File: config.mk
export PLATFORM = sky130hd
export DESIGN_NAME = tt_sweep_capture
export DESIGN_NICKNAME = d
export VERILOG_FILES = /design/src/rtl/tt_pkg.sv /design/src/rtl/tt_sweep_capture.sv
export SDC_FILE = /design/constraint.sdc
export NUM_CORES = 1
export LEC_CHECK = 0
export BUFFER_PORTS_ARGS = -buffer_cell sky130_fd_sc_hd__buf_2
export CORE_MARGIN = 4
export CORE_UTILIZATION = 50
export DETAILED_ROUTE_END_ITERATION = 7
export GPL_TIMING_DRIVEN = 0
export PLACE_DENSITY = 0.85
export RECOVER_POWER = 50
export SLEW_MARGIN = 20
export SYNTH_ARGS = -nofsm -noshare
export SYNTH_HDL_FRONTEND = slang
export SYNTH_SLANG_ARGS = --single-unit
File: constraint.sdc
create_clock -name clk -period 11.8 [get_ports clk]
set_clock_uncertainty 0.15 [all_clocks]
set_input_delay 3.54 -clock clk [delete_from_list [all_inputs] [get_ports clk]]
set_output_delay 3.54 -clock clk [all_outputs]
set_load 0.03 [all_outputs]
File: src/rtl/tt_pkg.sv
// tt_pkg: shared constants and types for the truth-table sweep block.
// Pattern width, signature width, settle counter width and FSM states.
package tt_pkg;

  localparam int N_IN     = 7;
  localparam int TT_W     = 2 ** N_IN;
  localparam int SETTLE_W = 4;

  typedef enum logic {
    IDLE,
    RUN
  } state_t;

  typedef logic [TT_W-1:0] sig_t;

endpackage

File: src/rtl/tt_sweep_capture.sv
// tt_sweep_capture: walks every input pattern of a combinational function,
// captures its truth table and ones count, and compares against a signature.
module tt_sweep_capture
  import tt_pkg::*;
#(
  parameter int SETTLE = 1
) (
  input  logic            clk,
  input  logic            rst,
  input  logic            start,
  input  sig_t            expected,
  output logic [N_IN-1:0] x,
  input  logic            f_in,
  output logic            busy,
  output logic            done,
  output sig_t            tt,
  output logic [N_IN:0]   ones,
  output logic            tt_valid,
  output logic            match
);

  localparam logic [SETTLE_W-1:0] S_LAST = SETTLE_W'(SETTLE);
  localparam logic [N_IN-1:0]     X_LAST = N_IN'(TT_W - 1);

  state_t              state;
  logic [SETTLE_W-1:0] s;
  sig_t                exp_q;

  // Sweep sequencer: hold each pattern S_LAST+1 cycles, sample on the last.
  always_ff @(posedge clk or posedge rst) begin
    if (rst) begin
      state    <= IDLE;
      x        <= '0;
      s        <= '0;
      busy     <= 1'b0;
      done     <= 1'b0;
      tt       <= '0;
      ones     <= '0;
      tt_valid <= 1'b0;
      exp_q    <= '0;
    end else begin
      done <= 1'b0;
      unique case (state)
        IDLE: begin
          if (start) begin
            state    <= RUN;
            busy     <= 1'b1;
            tt       <= '0;
            ones     <= '0;
            tt_valid <= 1'b0;
            exp_q    <= expected;
            x        <= '0;
            s        <= '0;
          end
        end
        RUN: begin
          if (s == S_LAST) begin
            tt[x] <= f_in;
            ones  <= ones + {{N_IN{1'b0}}, f_in};
            s     <= '0;
            x     <= x + N_IN'(1);
            if (x == X_LAST) begin
              state    <= IDLE;
              busy     <= 1'b0;
              tt_valid <= 1'b1;
              done     <= 1'b1;
            end
          end else begin
            s <= s + SETTLE_W'(1);
          end
        end
        default: state <= IDLE;
      endcase
    end
  end

  // Signature compare only means something once a sweep is complete.
  assign match = tt_valid & (tt == exp_q);

endmodule
### Word-level counts from Yosys, hierarchy flattened

Cells that the tools add are included.

| storage, ports and cells | value |
|---|---|
| bits in registers | 279 |
| bits in latches | 0 |
| bits in writable memories | 0 |
| bits in read-only memories | 0 |
| memories kept | 0 |

| operators by class | value |
|---|---|
| $add $sub $neg | 3 |
| $mul | 0 |
| divide/modulo/power cells | 0 |
| order comparisons | 2 |
| eq/ne operators | 6 |
| shifts and indexed selects | 0 |
| muxes and demuxes | 30 |
| bitwise operators | 2 |
| reduce and logical (&&, ||, !) cells | 4 |

Operators by type and width:

| operator | number |
|---|---|
| $mux 128 | 2 |
| $pmux 128 s2 | 1 |
| $bwmux 128 | 1 |
| $eq 128x128->1 | 1 |
| $mux 8 | 2 |
| $pmux 8 s2 | 1 |
| $mux 7 | 2 |
| $pmux 7 s2 | 1 |
| $mux 1 | 13 |
| $add 8x1->8 | 1 |
| $lt 7x8->1 const B | 1 |
| $mux 4 | 2 |
| $pmux 4 s2 | 1 |
| $add 7x1->7 const B | 1 |
| $demux 1 s7 | 1 |
| $eq 7x7->1 const B | 1 |
| $ge 7x1->1 const B | 1 |
| $pmux 1 s2 | 3 |
| $add 4x1->4 const B | 1 |
| $eq 4x1->1 const B | 1 |
| $ne 2x1->1 const B | 2 |
| $reduce_and 2->1 | 2 |
| $reduce_and 3->1 | 1 |
| $ne 2x2->1 const B | 1 |
| 3 further kinds | 3 |

### Depth between registers and ports, before layout

Gate-level depths: netlist of run 1.

| logic depth | value |
|---|---|
| depth after elaboration | 7 |
| gate-level depth with buffers | 8 |
| mapped depth without buffers | 7 |

### Least setup slack after synthesis of run 1

No wires, ideal clock.

| path | value |
|---|---|
| kind | flip-flop to output port |
| start point | reg tt[19] |
| end point | out match |
| data arrival time | 2.378 ns |
| data required time | 8.110 ns |
| setup slack | 5.732 ns |
| stages on the path, launching flop included | 6 |
| path buffers | 0 |
| cells stage by stage | dfrtp_1 -> and2b_1 -> a2111o_1 -> nor4_1 -> nand4_1 -> nor4_1 |

| on the way | value |
|---|---|
| longest elaborated chain between the ends | 2 |

Ends and longest elaborated chain:

| element | RTL line | source |
|---|---|---|
| start: declaration | tt_sweep_capture.sv:16 | `output sig_t tt,` |
| start signal: indexed assignment | tt_sweep_capture.sv:58 | `tt[x] <= f_in;` |
| $eq 128x128->1 | tt_sweep_capture.sv:78 | `assign match = tt_valid & (tt == exp_q);` |
| $and 1x1->1 | tt_sweep_capture.sv:78 |  |
| end: declaration | tt_sweep_capture.sv:19 | `output logic match` |

No other way between the ends.

==> results of run 1 <==
cells in the final DEF (no fill, tap or decap), types with 3 or more instances in the layout:
| cell type | netlist | final |
|---|---|---|
| dfrtp_1 | 279 | 279 |
| clkbuf_16 | 0 | 31 |
| o22ai_1 | 8 | 8 |
| and3_1 | 3 | 3 |
| o2111ai_1 | 12 | 12 |
| buf_2 | 30 | 300 |
| o21ai_0 | 110 | 110 |
| o211ai_1 | 102 | 102 |
| xnor2_1 | 59 | 59 |
| nor3_1 | 4 | 4 |
| clkinv_4 | 0 | 3 |
| xor2_1 | 17 | 17 |
| a32o_1 | 3 | 3 |
| ha_1 | 5 | 5 |
| nor2b_1 | 37 | 37 |
| a2111o_1 | 10 | 10 |
| inv_1 | 37 | 36 |
| nand3_1 | 19 | 19 |
| clkbuf_1 | 52 | 64 |
| or3_1 | 17 | 17 |
| nor2_1 | 25 | 25 |
| a21oi_1 | 24 | 24 |
| o31ai_1 | 39 | 39 |
| buf_1 | 4 | 3 |
| clkbuf_8 | 0 | 5 |
| nand2_1 | 390 | 390 |
| nand4_1 | 20 | 20 |
| nor4_1 | 14 | 14 |
| clkinv_2 | 0 | 9 |
| a2bb2oi_1 | 3 | 3 |
| nand2b_1 | 36 | 36 |
registers in the layout, summed over array words and instances, names as in the netlist:
register and count:
exp_q 128, tt 128, ones 8, x 7
s 4, busy 1, done 1, state 1
tt_valid 1
layout make-up:
class,count,area (µm²)
Clock inverter,15,116.4
Inverter,37,140.1
Multi-Input combinational cell,990,5554
Clock buffer,39,855.8
Fill cell,2132,9597
Buffer,90,389.1
Timing Repair Buffer,280,1423
Antenna cell,1,2.502
Sequential cell,279,6982
Tap cell,330,412.9
cell families (layout without fill, tap and decap cells):
family          Yosys count  after routing
compound gates          326            326
xor+xnor                 76             76
fa+ha+maj                 5              5
buf+inv                 127            461
flops                   279            279
other cells               0              1
simple gates            583            583
power by group:
group / leakage [nW] / total, mW / switching [mW] / internal [mW]
Clock: 0.483 / 0.939 / 0.408 / 0.531
Sequential: 3.66 / 1.20 / 0.133 / 1.06
Combinational: 3.62 / 0.624 / 0.420 / 0.204
layer usage:
layer  vias to the layer above  track usage (%)  wire length (µm)
li1                       5454                -                 -
met1                      6165            48.80             20170
met2                       899            56.90             24280
met3                       186            9.108              6439
met4                         4            15.26              2945
met5                         -                0                34
worst max-delay path by stage:
stage	startpoint	endpoint	slack [ns]	cells past startpoint
2_1_floorplan	rst	busy	0.42	1
3_3_place_gp	rst	exp_q[54]	-2.56	2
3_5_place_dp	tt[93]	match	5.42	6
4_1_cts	tt[93]	match	4.81	6
5_1_grt	rst	exp_q[52]	2.79	4
6_report	rst	exp_q[52]	3.77	4
critical path: stages:
cell,delay (ns)
buf_2,0.10
clkinvlp_2,1.80
buf_16,0.43
clkbuf_2,1.94
metrics by stage:
| step | utilization [%] | area [µm²] | TNS, ns |
|---|---|---|---|
| final | 62.32 | 15880 | 0 |
| after global routing | 62.31 | 15870 | 0 |
| after CTS | 62.47 | 15910 | 0 |
| after detailed placement | 58.65 | 14940 | 0 |
| after global placement | 58.40 | 14880 | -708.92 |
| after floorplan | - | 13070 | 0 |
==> flow_summary.ini, run 1 <==
[status]
status = finished with violations
violations = capacitance limit, slew limit

[synth]
syn_inst = 1396
synth_top_family_by_area = simple AND/OR/NAND/NOR gates
synth-compound-area-share_pct = 16.78
yosys-top-cells-area = dfrtp_1 53%, nand2_1 11%, o211ai_1 5.9%
yosys.area.top_type = dfrtp_1
dominantRegCellSynth = dfrtp_1
synth_xor_area_share_pct = 5.092
synth.top_cell.area_share_pct = 53.41
yosysWarningCount = 0
yosys.cell_types.count = 55
synthesis.nets = 1533
muxShareOfSynthArea_pct = 0
synth_edf_count = 0
avgSynthCellArea_um2 = 9.364
synthTopCellsByCount = 390 x nand2_1, 279 x dfrtp_1, 110 x o21ai_0
yosysSeqAreaShare_pct = 53.41
synthAdderAreaFrac_pct = 0.4786
synth-simple-area-share_pct = 20.14
yosysMostFrequentCell = nand2_1
synth-async-reset-ratio_pct = 100.0
syn_area_mm2 = 0.01307
ys_ff_latch = 279

[sta]
layout_min_cycle_time_ns = 8.034
period_share_pct = 68.08
maxSlewViolCount = 179
worst_slack_ns = 3.766
hold_viol = 0
holdWs_ns = 0.3479
setup_viol = 0
relSlewSlack_pct = -118.8
clock.fmax_mhz = 124.5
worst_slew_pin_slew_ns = 3.265
rsz0062_at_grt = no

[pwr]
power_density_mw_per_mm2 = 173.8
total_power_mw = 2.759
power.leakage_nw = 7.767
ir_worst_vdd_v = 0.0001498

[die]
die_w_um = 169.7
fp-row-count = 58
ioPinCount = 279
initial_core_util_pct = 51.32
die-area_mm2 = 0.02880
coreArea_mm2 = 0.02547
die_y_um = 169.7

[clock_tree]
cts_hold_buf = 0
cts_tree = done
cts-root-buf = clkbuf_16
numCtsBuffers = 30
clockBufferDepth = 3
path_clk_slew_ns = 0.06
post_cts_buffers = 0
htreeDepth = 1
cts_resized = 0
clock_sinks = 279
insertion_delay_ns = 0.57

[routing]
via_count = 12710
drt_pass1_iterations = 7
wl_per_cell_um = 26.14
remaining_drc_errors = 0
drt-initial-drc-count = 1693
wirelength_um = 53870
ant_nets = 0
viasPerCell = 6.166

[hold_path]
hold_end = exp_q[106]
min_path_type = register to register
hold_start = exp_q[106]
min_path_cells = 2

[critical_path]
r2r_end = tt[3]
start_kind = primary input
r2r_cells = 7
worstReg2RegStart = state
crit_required_ns = 11.74
rrSetupSlack_ns = 8.64
crit_type = primary input to asynchronous set/reset pin
setup.worst_path.end_class = asynchronous set/reset pin
cp_data_arrival_time_ns = 7.98
cp_max_fo = 107

[grt]
gr-usage-all-layers_pct = 36.40
grt_max_degree = 108
grt-ovfl-total = 0
grt_pass1_vias = 12140
grt_pass1_wl_um = 77940
antenna_found_initial = 3

[placed_design]
io_buffers = 278
hpwl_um = 41270
placed_cells = 2006
pre_cts_ws_ns = 5.422
place_congestion = 1.014

[cells_and_area]
stdcell_count = 2061
drive_gt1_share_pct = 21.16
final_nets = 1845
syn_to_final_growth_pct = 21.44

[job]
cap_violations = 2
(Power assumes the default switching activity.)
==> run 2: changes to the inputs <==
==> constraint.sdc (replaced) <==
create_clock -name clk -period 6.7 [get_ports clk]
set_clock_uncertainty 0.15 [all_clocks]
set_input_delay 2.01 -clock clk [delete_from_list [all_inputs] [get_ports clk]]
set_output_delay 2.01 -clock clk [all_outputs]
set_load 0.03 [all_outputs]
==> flow_summary.ini, run 2 (synthesized netlist as in run 1, its figures left out) <==
[clock_tree]
path_clk_slew_ns = 0.06
clockBufferDepth = 3
numCtsBuffers = 30
cts-root-buf = clkbuf_16
cts_tree = done
insertion_delay_ns = 0.56
cts_hold_buf = 0
htreeDepth = 1
post_cts_buffers = 0
cts_resized = 0
clock_sinks = 279

[cells_and_area]
top_regs = exp_q (128), tt (128), ones (8)
final_nets = 1853
most-common-layout-cells = 390 x nand2_1, 301 x buf_2, 279 x dfrtp_1
syn_to_final_growth_pct = 22.76
final_common_cell = nand2_1
antenna_cells = 0
final_util_pct = 63.00
fillCellCount = 2158
stdcell_count = 2069
drive_gt1_share_pct = 21.22

[grt]
grt_pass1_wl_um = 78880
grt_max_degree = 35
grt_pass1_vias = 12440
antenna_found_initial = 2
gr-usage-all-layers_pct = 36.59
grt-ovfl-total = 0

[routing]
ant_nets = 0
drt-initial-drc-count = 1679
viasPerCell = 6.247
remaining_drc_errors = 0
wirelength_um = 54340
wl_per_cell_um = 26.26
via_count = 12930
drt_pass1_iterations = 6

[placed_design]
hpwl_um = 41980
place_congestion = 1.038
io_buffers = 278
placed_cells = 2014

[critical_path]
r2r_end = tt[9]
crit_required_ns = 4.54
critical_path_buf_inv_count = 1
r2r_cells = 7
worstSetupStartpoint = tt[100]
cp_data_arrival_time_ns = 3.39
cp-endpoint = match
rrSetupSlack_ns = 3.61
max_stage_delay_ns = 0.64
cp_top_family = simple AND/OR/NAND/NOR gates
setup.worst_path.end_class = output pin
cp.depth = 6
crit_type = register to output pin
cp_max_fo = 3
worstReg2RegStart = state
crit_slowest_cell = nor4_1
path_cells = xnor2_1 > nand4_1 > nor4_1 > nand4_1 > nor4_1 > buf_2
start_kind = register

[sta]
period_share_pct = 82.81
setup_tns_ns = 0
rsz0062_at_grt = no
relSlewSlack_pct = -30.10
hold_viol = 0
setup_viol = 0
maxSlewViolCount = 121
clock.fmax_mhz = 180.2
layout_min_cycle_time_ns = 5.548
worst_slew_pin_slew_ns = 1.952

[status]
status = finished with violations
violations = capacitance limit, slew limit

[die]
die_w_um = 169.7
initial_core_util_pct = 51.32
die_y_um = 169.7
die-area_mm2 = 0.02880
coreArea_mm2 = 0.02547
fp-row-count = 58
ioPinCount = 279

[pwr]
power.leakage_nw = 7.848
power_density_mw_per_mm2 = 311.5
pwr-share-clk_pct = 35.8
ir_worst_vdd_v = 0.0002841
swShare_pct = 33.79
p_sw_mw = 1.689
p_int_mw = 3.310
combPwrFrac_pct = 22.0
p_seq_share_pct = 42.2

[hold_path]
min_path_type = register to register

[job]
cap_violations = 4
run 2: changes by cell type in the layout (fill, tap and decap cells not counted), sizes merged:
cell      delta
diode        -1
buf          +3
clkinvlp     -2
clkinv       -5
bufinv       +3
clkbuf       +8
inv          +2
run 2: worst reg2reg max path, cell delays in order (launching register included):
cell,delay (ns)
dfrtp_1,0.38
buf_4,0.19
nand2b_1,0.13
clkbuf_1,0.59
clkbuf_1,0.62
clkbuf_1,0.61
o211ai_1,0.22
o31ai_1,0.12
run 2: final cells by class:
class	count	area, µm²	share of cell area [%]
Clock inverter	13	176.4	1.099
Multi-Input combinational cell	990	5554	34.61
Timing Repair Buffer	288	1509	9.403
Sequential cell	279	6982	43.51
Tap cell	330	412.9	2.573
Buffer	90	386.6	2.409
Clock buffer	42	887.1	5.528
Inverter	37	140.1	0.8732
run 2: worst min-delay path by stage:
| stage | start | to | depth (start not counted) |
|---|---|---|---|
| 6_report | exp_q[108] | exp_q[108] | 2 |
| 5_1_grt | exp_q[44] | exp_q[44] | 2 |
| 4_1_cts | exp_q[108] | exp_q[108] | 2 |
| 3_5_place_dp | exp_q[5] | exp_q[5] | 2 |
| 3_3_place_gp | exp_q[10] | exp_q[10] | 2 |
| 2_1_floorplan | exp_q[13] | exp_q[13] | 2 |
run 2: metrics by stage:
step	instance area [µm²]	worst slack [ns]	hold WS, ns	power (mW)
2_1_floorplan	13080	0.8467	0.3012	2.740
6_report	16050	1.152	0.3481	4.998
4_1_cts	16170	1.242	0.3495	4.975
5_1_grt	16050	0.6411	0.3650	5.144
3_3_place_gp	14880	-0.7450	0.3289	3.156
3_5_place_dp	15100	1.849	0.3333	3.213
run 2: layer usage:
metal / vias to the layer above / routed length (µm) / GRT usage [%]
met2: 938 / 24410 / 57.19
li1: 5452 / - / -
met4: 2 / 3398 / 16.98
met3: 208 / 6747 / 9.178
met1: 6326 / 19770 / 48.33
met5: - / 11 / 0
run 2: power groups by stage:
stage	registers [mW]	logic, mW	clock network, mW
floorplan	2.20	0.544	0
global placement	2.11	1.04	0
detailed placement	2.12	1.09	0
CTS	2.10	1.10	1.78
global route	2.12	1.17	1.85
finish	2.11	1.10	1.79
==> run 3: changes to the inputs <==
--- a/config.mk
+++ b/config.mk
@@ -7,10 +7,10 @@
 export LEC_CHECK = 0
 export BUFFER_PORTS_ARGS = -buffer_cell sky130_fd_sc_hd__buf_2
 export CORE_MARGIN = 4
-export CORE_UTILIZATION = 50
+export CORE_UTILIZATION = 55
 export DETAILED_ROUTE_END_ITERATION = 7
 export GPL_TIMING_DRIVEN = 0
-export PLACE_DENSITY = 0.85
+export PLACE_DENSITY = 0.88
 export RECOVER_POWER = 50
 export SLEW_MARGIN = 20
 export SYNTH_ARGS = -nofsm -noshare
==> constraint.sdc (replaced) <==
create_clock -name clk -period 5.12 [get_ports clk]
set_clock_uncertainty 0.15 [all_clocks]
set_input_delay 1.536 -clock clk [delete_from_list [all_inputs] [get_ports clk]]
set_output_delay 1.536 -clock clk [all_outputs]
set_load 0.03 [all_outputs]
==> flow_summary.ini, run 3 (synthesized netlist as in run 1, its figures left out) <==
[status]
status = finished with violations
violations = capacitance limit, slew limit

[job]
cap_violations = 2

[hold_path]
hold_end = exp_q[60]
hold_start = exp_q[60]
min_path_type = register to register
min_path_cells = 2

[routing]
drt_pass1_iterations = 5
remaining_drc_errors = 0
wl_per_cell_um = 26.48
ant_nets = 0
via_count = 12850
viasPerCell = 6.250
drt-initial-drc-count = 1728
wirelength_um = 54440

[grt]
grt-ovfl-total = 0
grt_pass1_vias = 12660
gr-usage-all-layers_pct = 41.15
antenna_found_initial = 0
grt_max_degree = 34
grt_pass1_wl_um = 80350

[critical_path]
critical_path_buf_inv_count = 1
cp_max_fo = 3
crit_slowest_cell = nor4_1
crit_type = register to output pin
r2r_cells = 5
r2r_end = exp_q[121]
max_stage_delay_ns = 0.58
path_cells = xnor2_1 > nand4_1 > nor4_1 > nand4_1 > nor4_1 > buf_2
cp_data_arrival_time_ns = 3.25
start_kind = register
worstReg2RegStart = state
crit_required_ns = 3.43
rrSetupSlack_ns = 1.77
setup.worst_path.end_class = output pin
cp_top_family = simple AND/OR/NAND/NOR gates

[clock_tree]
cts-root-buf = clkbuf_16
numCtsBuffers = 29
post_cts_buffers = 0
htreeDepth = 1
cts_tree = done
clock_sinks = 279
cts_resized = 0
cts_hold_buf = 0
path_clk_slew_ns = 0.07
insertion_delay_ns = 0.57
clockBufferDepth = 3

[cells_and_area]
stdcell_area_mm2 = 0.01605
final_common_cell = nand2_1
fillCellCount = 1881
syn_to_final_growth_pct = 22.77
top_regs = exp_q (128), tt (128), ones (8)
final_nets = 1851
most-common-layout-cells = 390 x nand2_1, 301 x buf_2, 279 x dfrtp_1
antenna_cells = 0
drive_gt1_share_pct = 21.30

[die]
coreArea_mm2 = 0.02340
die-area_mm2 = 0.02630
ioPinCount = 279
fp-row-count = 56
die_y_um = 162.2
die_w_um = 162.2
initial_core_util_pct = 55.86

[pwr]
pwr-share-clk_pct = 36.9
swShare_pct = 33.36
p_int_mw = 4.424
combPwrFrac_pct = 21.6
p_seq_share_pct = 41.5
ir_worst_vdd_v = 0.0003254
power_density_mw_per_mm2 = 413.7
total_power_mw = 6.639
power.leakage_nw = 7.857
p_sw_mw = 2.215

[sta]
rsz0062_at_grt = no
setup_viol = 0
maxSlewViolCount = 68
worst_slack_ns = 0.1868
worst_slew_pin_slew_ns = 1.840
layout_min_cycle_time_ns = 4.933
period_share_pct = 96.35
setup_tns_ns = 0
clock.fmax_mhz = 202.7
hold_viol = 0
relSlewSlack_pct = -22.67

[placed_design]
place_congestion = 1.012
pre_cts_ws_ns = 0.7938
place_area_mm2 = 0.01505
hpwl_um = 41940
io_buffers = 278
==> run 3: cell count changes in the layout (fill, tap and decap cells not counted), sizes merged <==
cell	change
bufinv	+3
buf	+1
clkbuf	-5
inv	-1
==> run 3: worst max-delay path by stage <==
stage                      start         end  slack, ns  cells after the start
after floorplan              rst        busy      -0.26                      1
after global placement       rst   exp_q[54]      -1.83                      2
after detailed placement   start  exp_q[121]       0.79                      6
after CTS                 tt[99]       match       0.27                      6
after global routing         rst   exp_q[52]       0.05                      6
final                     tt[99]       match       0.19                      6
==> run 3: layout make-up <==
cell class	instances	area [µm²]	area share, %
inverter	37	140.1	0.8732
multi-input combinational	990	5552	34.59
tap	319	399.1	2.487
clock inverter	15	261.5	1.629
clock buffer	39	843.3	5.255
timing repair buffer	287	1485	9.254
sequential	279	6982	43.50
buffer	90	386.6	2.409
==> run 3: per-stage QoR <==
| stage | hold slack, ns | cells | util [%] |
|---|---|---|---|
| 2_1_floorplan | 0.3012 | 1396 | - |
| 3_3_place_gp | 0.3288 | 1993 | 63.53 |
| 3_5_place_dp | 0.3357 | 2002 | 64.33 |
| 4_1_cts | 0.3510 | 2056 | 69.05 |
| 5_1_grt | 0.3780 | 2056 | 68.58 |
| 6_report | 0.3439 | 2056 | 68.58 |
==> run 3: worst min-delay path, stage by stage (launching register included) <==
cell and delay (ns):
dfrtp_1 0.35, nand2_1 0.06, nand2_1 0.06
==> run 3: routing by layer <==
layer  part of all wire, %  track usage (%)  routed length (µm)  up-vias
met1                    36            52.95               19650     6255
li1                      -                -                   -     5457
met5                     0                0                   0        -
met2                    44            63.41               24040      938
met3                    13            11.60                6866      201
met4                   7.1            22.72                3887        0
==> run 3: power groups by stage <==
stage          combinational, mW  clock, mW  sequential, mW
2_1_floorplan              0.712          0            2.87
3_3_place_gp                1.36          0            2.78
3_5_place_dp                1.41          0            2.78
4_1_cts                     1.42       2.44            2.74
5_1_grt                     1.53       2.53            2.78
6_report                    1.44       2.45            2.76
